--- src/rtl/cond_pkg.sv ---
// Shared definitions for the ARM condition unit: condition mnemonics and NZCV bit positions.
package cond_pkg;

  typedef enum logic [3:0] {
    COND_EQ = 4'b0000,
    COND_NE = 4'b0001,
    COND_CS = 4'b0010,
    COND_CC = 4'b0011,
    COND_MI = 4'b0100,
    COND_PL = 4'b0101,
    COND_VS = 4'b0110,
    COND_VC = 4'b0111,
    COND_HI = 4'b1000,
    COND_LS = 4'b1001,
    COND_GE = 4'b1010,
    COND_LT = 4'b1011,
    COND_GT = 4'b1100,
    COND_LE = 4'b1101,
    COND_AL = 4'b1110,
    COND_NV = 4'b1111
  } cond_e;

  localparam int FLAG_N = 3;
  localparam int FLAG_Z = 2;
  localparam int FLAG_C = 1;
  localparam int FLAG_V = 0;

endpackage

--- src/rtl/cond_check.sv ---
// Combinational ARM condition-field evaluator: (cond, nzcv) -> pass.
module cond_check
  import cond_pkg::*;
(
  input  logic [3:0] cond,
  input  logic [3:0] nzcv,
  output logic       pass
);

  logic n, z, c, v;

  assign n = nzcv[FLAG_N];
  assign z = nzcv[FLAG_Z];
  assign c = nzcv[FLAG_C];
  assign v = nzcv[FLAG_V];

  always_comb begin
    pass = 1'b0;
    case (cond_e'(cond))
      COND_EQ: pass = z;
      COND_NE: pass = !z;
      COND_CS: pass = c;
      COND_CC: pass = !c;
      COND_MI: pass = n;
      COND_PL: pass = !n;
      COND_VS: pass = v;
      COND_VC: pass = !v;
      COND_HI: pass = c & !z;
      COND_LS: pass = !c | z;
      COND_GE: pass = (n == v);
      COND_LT: pass = (n != v);
      COND_GT: pass = !z & (n == v);
      COND_LE: pass = z | (n != v);
      COND_AL: pass = 1'b1;
      COND_NV: pass = 1'b0;
      default: pass = 1'b0;
    endcase
  end

endmodule

--- src/rtl/cond_unit.sv ---
// Condition unit: NZCV flag register, condition gating of decoder enables,
// and saturating executed/squashed instruction counters.
module cond_unit
  import cond_pkg::*;
#(
  parameter int CNT_W = 16
) (
  input  logic             clk,
  input  logic             reset,
  input  logic             en,
  input  logic [3:0]       cond,
  input  logic [3:0]       alu_flags,
  input  logic [1:0]       flag_w,
  input  logic             pcs,
  input  logic             reg_w,
  input  logic             mem_w,
  input  logic             no_write,
  input  logic             cnt_clr,
  output logic             pc_src,
  output logic             reg_write,
  output logic             mem_write,
  output logic             cond_ex,
  output logic [3:0]       nzcv,
  output logic [CNT_W-1:0] exec_cnt,
  output logic [CNT_W-1:0] squash_cnt
);

  logic [3:0]       flags_q;
  logic [CNT_W-1:0] exec_q;
  logic [CNT_W-1:0] squash_q;
  logic             pass;

  function automatic logic [CNT_W-1:0] sat_inc(input logic [CNT_W-1:0] val);
    logic [CNT_W-1:0] one;
    one = {{(CNT_W-1){1'b0}}, 1'b1};
    return (&val) ? val : val + one;
  endfunction

  cond_check u_check (
    .cond (cond),
    .nzcv (flags_q),
    .pass (pass)
  );

  assign cond_ex    = en & pass;
  assign pc_src     = pcs & cond_ex;
  assign reg_write  = reg_w & cond_ex & !no_write;
  assign mem_write  = mem_w & cond_ex;
  assign nzcv       = flags_q;
  assign exec_cnt   = exec_q;
  assign squash_cnt = squash_q;

  // Flags only move for a passing instruction, so an instruction never sees its own update.
  always_ff @(posedge clk or negedge reset) begin
    if (!reset) begin
      flags_q  <= 4'b0000;
      exec_q   <= '0;
      squash_q <= '0;
    end else begin
      if (cond_ex) begin
        if (flag_w[1]) begin
          flags_q[FLAG_N] <= alu_flags[FLAG_N];
          flags_q[FLAG_Z] <= alu_flags[FLAG_Z];
        end
        if (flag_w[0]) begin
          flags_q[FLAG_C] <= alu_flags[FLAG_C];
          flags_q[FLAG_V] <= alu_flags[FLAG_V];
        end
      end
      if (cnt_clr) begin
        exec_q   <= '0;
        squash_q <= '0;
      end else if (en) begin
        if (cond_ex) exec_q   <= sat_inc(exec_q);
        else         squash_q <= sat_inc(squash_q);
      end
    end
  end

endmodule

--- config.mk ---
export PLATFORM = sky130hd
export DESIGN_NAME = cond_unit
export DESIGN_NICKNAME = d
export VERILOG_FILES = /design/src/rtl/cond_pkg.sv /design/src/rtl/cond_check.sv /design/src/rtl/cond_unit.sv
export SDC_FILE = /design/constraint.sdc
export NUM_CORES = 1
export LEC_CHECK = 0
export ABC_CLOCK_PERIOD_IN_PS = 6740
export BUFFER_PORTS_ARGS = -buffer_cell sky130_fd_sc_hd__buf_2
export CORE_AREA = 2 2 67 69
export CTS_BUF_LIST = sky130_fd_sc_hd__clkbuf_4
export CTS_CLUSTER_DIAMETER = 50
export DETAILED_ROUTE_END_ITERATION = 16
export DIE_AREA = 0 0 69 71
export PLACE_DENSITY = 0.8
export SETUP_SLACK_MARGIN = 0.1
export SKIP_CTS_REPAIR_TIMING = 1
export SLEW_MARGIN = 15
export SYNTH_ARGS = -nofsm -noshare
export SYNTH_HDL_FRONTEND = slang
export SYNTH_HIERARCHICAL = 1
export SYNTH_SLANG_ARGS = --single-unit
--- constraint.sdc ---
create_clock -name clk -period 6.74 [get_ports clk]
set_input_delay 0.337 -clock clk [delete_from_list [all_inputs] [get_ports clk]]
set_output_delay 0.337 -clock clk [all_outputs]
set_load 0.05 [all_outputs]
# [Word level (Yosys, flattened, before mapping)]
# Index checks and enable logic that the tools add are counted.
# W data, S select, Z words.
[totals] regBits=36 n_memories=0 wordCells=58 ram_bits=0 latchBits=0 romBits=0
[classes] n_mul=0 eq_ne=20 bitwise=9 n_div=0 n_mux=9 reduce_logical=14 shifts=0 n_lt_le_gt_ge=0 n_addsub=2
[op_table] cell="$mux W16" count=8
[op_table] cell="$add A16 B1 Y16 const B" count=2
[op_table] cell="$eq A4 B4 Y1 const B" count=8
[op_table] cell="$reduce_and A16 Y1" count=2
[op_table] cell="$eq A4 B3 Y1 const B" count=4
[op_table] cell="$pmux W1 S16" count=1
[op_table] cell="$eq A4 B2 Y1 const B" count=2
[op_table] cell="$and A1 B1 Y1" count=7
[op_table] cell="$ne A2 B2 Y1 const B" count=3
[op_table] cell="$reduce_and A3 Y1" count=2
[op_table] cell="$logic_not A1 Y1" count=5
[op_table] cell="$eq A4 B1 Y1 const B" count=1
[op_table] cell="$logic_not A4 Y1" count=1
[op_table] cell="$reduce_and A2 Y1" count=2
[op_table] cell="$reduce_bool A2 Y1" count=2
[op_table] cell="$or A1 B1 Y1" count=2
[op_table] cell="$eq A1 B1 Y1" count=1
[op_table] cell="$ne A1 B1 Y1" count=1

# [Logic depth before layout (Yosys ltp)]
[logic_depth] depth_word=7 mapped_depth=11

# [By module]
# Netlist, hierarchy kept.
[modules_own_cells] module="cond_unit" cells_per_inst=212 instances=1 seq_area_each_um2=900.9 area_per_inst_um2=2080.7
[modules_own_cells] module="cond_check" cells_per_inst=23 instances=1 seq_area_each_um2=0.0 area_per_inst_um2=155.1

# [Worst setup path after synthesis]
# Ideal clock, no wire load.
[synth_timing] path_kind="register -> output" startpoint="reg flags_q[3] (netlist: nzcv[3])" endpoint="out reg_write" slack_ns=3.231 arrival_ns=3.172 path_stages_with_launch=9 cell_sequence="dfrtp_1 -> xor2_1 -> xor2_1 -> a2111oi_1 -> a311oi_1 -> o22ai_1 -> nand2_1 -> clkbuf_1 -> nor3b_1"
[synth_between] elab_chain_cells=6 word_cells_on_any_way=9 classes_between="eq/ne: 2; mux: 1; bitwise: 5; reduce/logical: 1"
[synth_rtl] item="start: declaration" line_no="cond_unit.sv:28" rtl="logic [3:0] flags_q;"
[synth_rtl] item="start signal: indexed assignment" line_no="cond_unit.sv:62" rtl="flags_q[FLAG_N] <= alu_flags[FLAG_N];"
[synth_rtl] item="start signal: indexed assignment" line_no="cond_unit.sv:63" rtl="flags_q[FLAG_Z] <= alu_flags[FLAG_Z];"
[synth_rtl] item="start signal: indexed assignment" line_no="cond_unit.sv:66" rtl="flags_q[FLAG_C] <= alu_flags[FLAG_C];"
[synth_rtl] item="$ne A1 B1 Y1 / $eq A1 B1 Y1 (equally long branches)"
[synth_rtl] item="$or A1 B1 Y1 / $and A1 B1 Y1 (equally long branches)" line_no="cond_check.sv:33, cond_check.sv:32"
[synth_rtl] item="$pmux W1 S16 (*)" line_no="cond_check.sv:19" rtl="case (cond_e'(cond))"
[synth_rtl] item="via pass" line_no="cond_unit.sv:31" rtl="logic pass;"
[synth_rtl] item="$and A1 B1 Y1 (*)" line_no="cond_unit.sv:45" rtl="assign cond_ex = en & pass;"
[synth_rtl] item="$and A1 B1 Y1 (*) (2 in a row)" line_no="cond_unit.sv:47" rtl="assign reg_write = reg_w & cond_ex & !no_write;"
[synth_rtl] item="end: declaration" line_no="cond_unit.sv:20" rtl="output logic reg_write,"
# The timed path passes the listed nets; every way through them passes the cells marked *.

# [Worst setup path in the final report]
[layout_timing] startpoint="reg flags_q[3] (netlist: nzcv[3])" endpoint="out cond_ex"
[layout_between] elab_chain_cells=4 word_cells_on_any_way=7 classes_between="eq/ne: 2; mux: 1; bitwise: 3; reduce/logical: 1"
[layout_rtl] item="$ne A1 B1 Y1 / $eq A1 B1 Y1 (equally long branches)"
[layout_rtl] item="$or A1 B1 Y1 / $and A1 B1 Y1 (equally long branches)" line_no="cond_check.sv:33, cond_check.sv:32"
[layout_rtl] item="$pmux W1 S16 (*)" line_no="cond_check.sv:19"
[layout_rtl] item="via pass" line_no="cond_unit.sv:31"
[layout_rtl] item="$and A1 B1 Y1 (*)" line_no="cond_unit.sv:45"
[layout_rtl] item="end: declaration" line_no="cond_unit.sv:22" rtl="output logic cond_ex,"
# Marks and branches as above.

==> metrics.txt <==
GRT Residual Overflow=0; WP data arrival=about 2.9 ns; CTS tree=built; later-pin clock latency in the skew report=0.36 ns; clk slew on worst S/H paths=0.13 ns; gpl congestion=approximately 0.93; EDFF count, synth=0; outcome=completed; sequential power share=0.425; maximum fanout along the worst path=11; final hold violations=0; YS warnings=6; final setup violation count=0; Top FF cell, synth=dfrtp_1; IO buf count=57; Pwr Density=around 230 nW/µm²; DR vias/cell=6.10; ANT cells=0; Power, Total=0.000599 W; CP required=6.40 ns; most frequent cell after synthesis=dfrtp_1; All-Layer GR Usage=0.223; most frequent cells after synthesis=36 x dfrtp_1, 23 x a21oi_1, 19 x nand2_1; Max-Cap Viols=0; post-synthesis async set-or-reset flop share=1.00; Mapped Area=roughly 2200 µm²; post-synthesis area per instance=~9.5 µm²; net switching power=0.000234 W; Routed WL=roughly 5.2 mm; first-pass GRT wire length=8.91 mm; largest net degree at the start of global routing=37; Peak VDD IR=0.000146 V; Switching Share=0.390; Detailed Routing Iterations Pass 1=4; Fin Clk Skew=0.0128 ns; Setup TNS Final=0 ns; Clock Path Buffers=2; die width=about 70 µm; Yosys cell types=55; CP Class=reg -> out; Min-Delay Path Class=in -> async; Hold WS=~0.055 ns; half-perimeter wire length after placement=between 3 and 4 mm; drt initial violations=~100; core area=4200 µm²; post-synthesis register bit count=36; Detail Route Antenna Nets=0; Area growth, synth to finish=16.7%; drt drc=0; Worst Tran Pin Value=between 0.8 and 0.9 ns; CP endpoint kind=primary output; effective utilization at floorplan=0.532; Die Area=4900 µm²; Max Slew Vio Count=0; layout cell share with drive strength beyond 1=0.308; Via Count=2080; fraction of the yosys area taken by sequential cells=0.403; RSZ-0062 raised after global routing=no; CTS sink count=36; Cells after Synth=235; top cell type's share of synthesized area=0.403; minimum clock period=3.20 ns; via count of the first global-routing pass=approximately 1900; routed len/inst=about 15 µm; Inserted Clock Buffers=5; initial antenna violation count=0; Root Buffer=clkbuf_4; Core Util, Final=0.621; Die Ht=71 µm; area leader, netlist=dfrtp_1; row cnt=24; H-tree levels=2; maximum clock frequency=about 310 MHz; synth top area cells=dfrtp_1 40%, mux2_2 6.0%, a21oi_1 5.1%, o31ai_1 3.4%, or4_1 3.4%; Comb pwr share=0.313; IO Count=slightly below 60; cell internal pwr=0.000365 W; Clk network pwr share=0.263; P_leak=1.21 nW; syn nets=255; fin nets=308; R2R Setup Slk=around 3.6 ns; CP Launch Type=flip-flop; Rel. slew slack=0.459; pre-CTS setup slack=3.70 ns; Final WS setup=3.54 ns; crit share post-route=0.475
[final cells by class]
cell class / instances / area, µm²
clock buffers: 5 / 37.5
clock inverters: 3 / 42.5
fillers: 373 / 1590
inverters: 6 / 22.5
multi-input cells: 182 / 1260
flip-flops and latches: 36 / 901
well taps: 52 / 65.1
repair buffers: 57 / 285
[metal layers]
metal | global-route usage | up-vias | wire [µm]
met5 | 0 | - | 0
met4 | 0.0937 | 0 | 81
met3 | 0.0413 | 7 | 253
met2 | 0.371 | 56 | 2580
met1 | 0.287 | 1004 | 2250
li1 | - | 1013 | -
[through the flow]
step,instance area (µm²),cells
after floorplan,2240,235
after global routing,2610,341
final,2610,341
after detailed placement,2530,333
after global placement,2530,333
after CTS,2610,341
[kinds of logic after synthesis]
group,synth area share
AOI/OAI and AO/OA,0.178
xor gates and xnor gates,0.0157
adders and majority gates,0.0112
buffers and inverters,0.0353
DFF,0.403
muxes,0.0739
and+or+nand+nor,0.283
[critical path, cell delays in order (launching register included)]
cell,delay [ns]
dfrtp_1,0.42
xor2_1,0.27
xor2_1,0.11
a2111oi_1,0.40
a311oi_1,0.09
o22ai_1,0.32
nand2_1,0.31
clkinv_1,0.28
buf_2,0.31
[state kept, by name, summed over array words and instances, names as in the netlist]
signal	cells
nzcv	4
squash_cnt	16
exec_cnt	16
[final timing paths]
check	start	endpoint	depth (start not counted)
setup reg to reg	nzcv[3]	exec_cnt[12]	10
hold reg to reg	exec_cnt[4]	exec_cnt[4]	1
setup / recovery	nzcv[3]	cond_ex	8
hold / removal	reset	exec_cnt[6]	1
min in group clk	alu_flags[0]	nzcv[0]	2
max in group asynchronous	reset	squash_cnt[4]	1
[power groups by stage]
stage	clock network (W)	logic, W	registers [W]
detailed placement	0	0.000187	0.000258
CTS	0.000163	0.000187	0.000255
global placement	0	0.000183	0.000258
finish	0.000157	0.000187	0.000254
global route	0.000170	0.000199	0.000259
floorplan	0	0.0000863	0.000312
[layout by cell type, fill, tap and decap left out, types with 2 or more instances in the layout]
cell type,Yosys,layout
a211oi_1,3,3
a21oi_1,23,23
a31oi_1,2,2
and3_1,6,6
and4b_1,2,2
buf_2,2,57
clkbuf_4,0,5
dfrtp_1,36,36
ha_1,2,2
inv_1,5,5
mux2_2,12,12
mux2i_1,3,3
nand2_1,19,19
nand3_1,10,10
nand4_1,9,9
nand4_4,2,2
nor2_1,13,13
nor2b_1,9,9
nor3_1,2,2
nor4_1,2,2
o211ai_1,2,2
o21a_1,2,2
o21ai_0,6,6
o311ai_0,2,2
o31a_1,2,2
o31ai_1,10,10
o41ai_1,2,2
or3_1,2,2
or4_1,10,10
xor2_1,3,3
(Power assumes the default switching activity.)
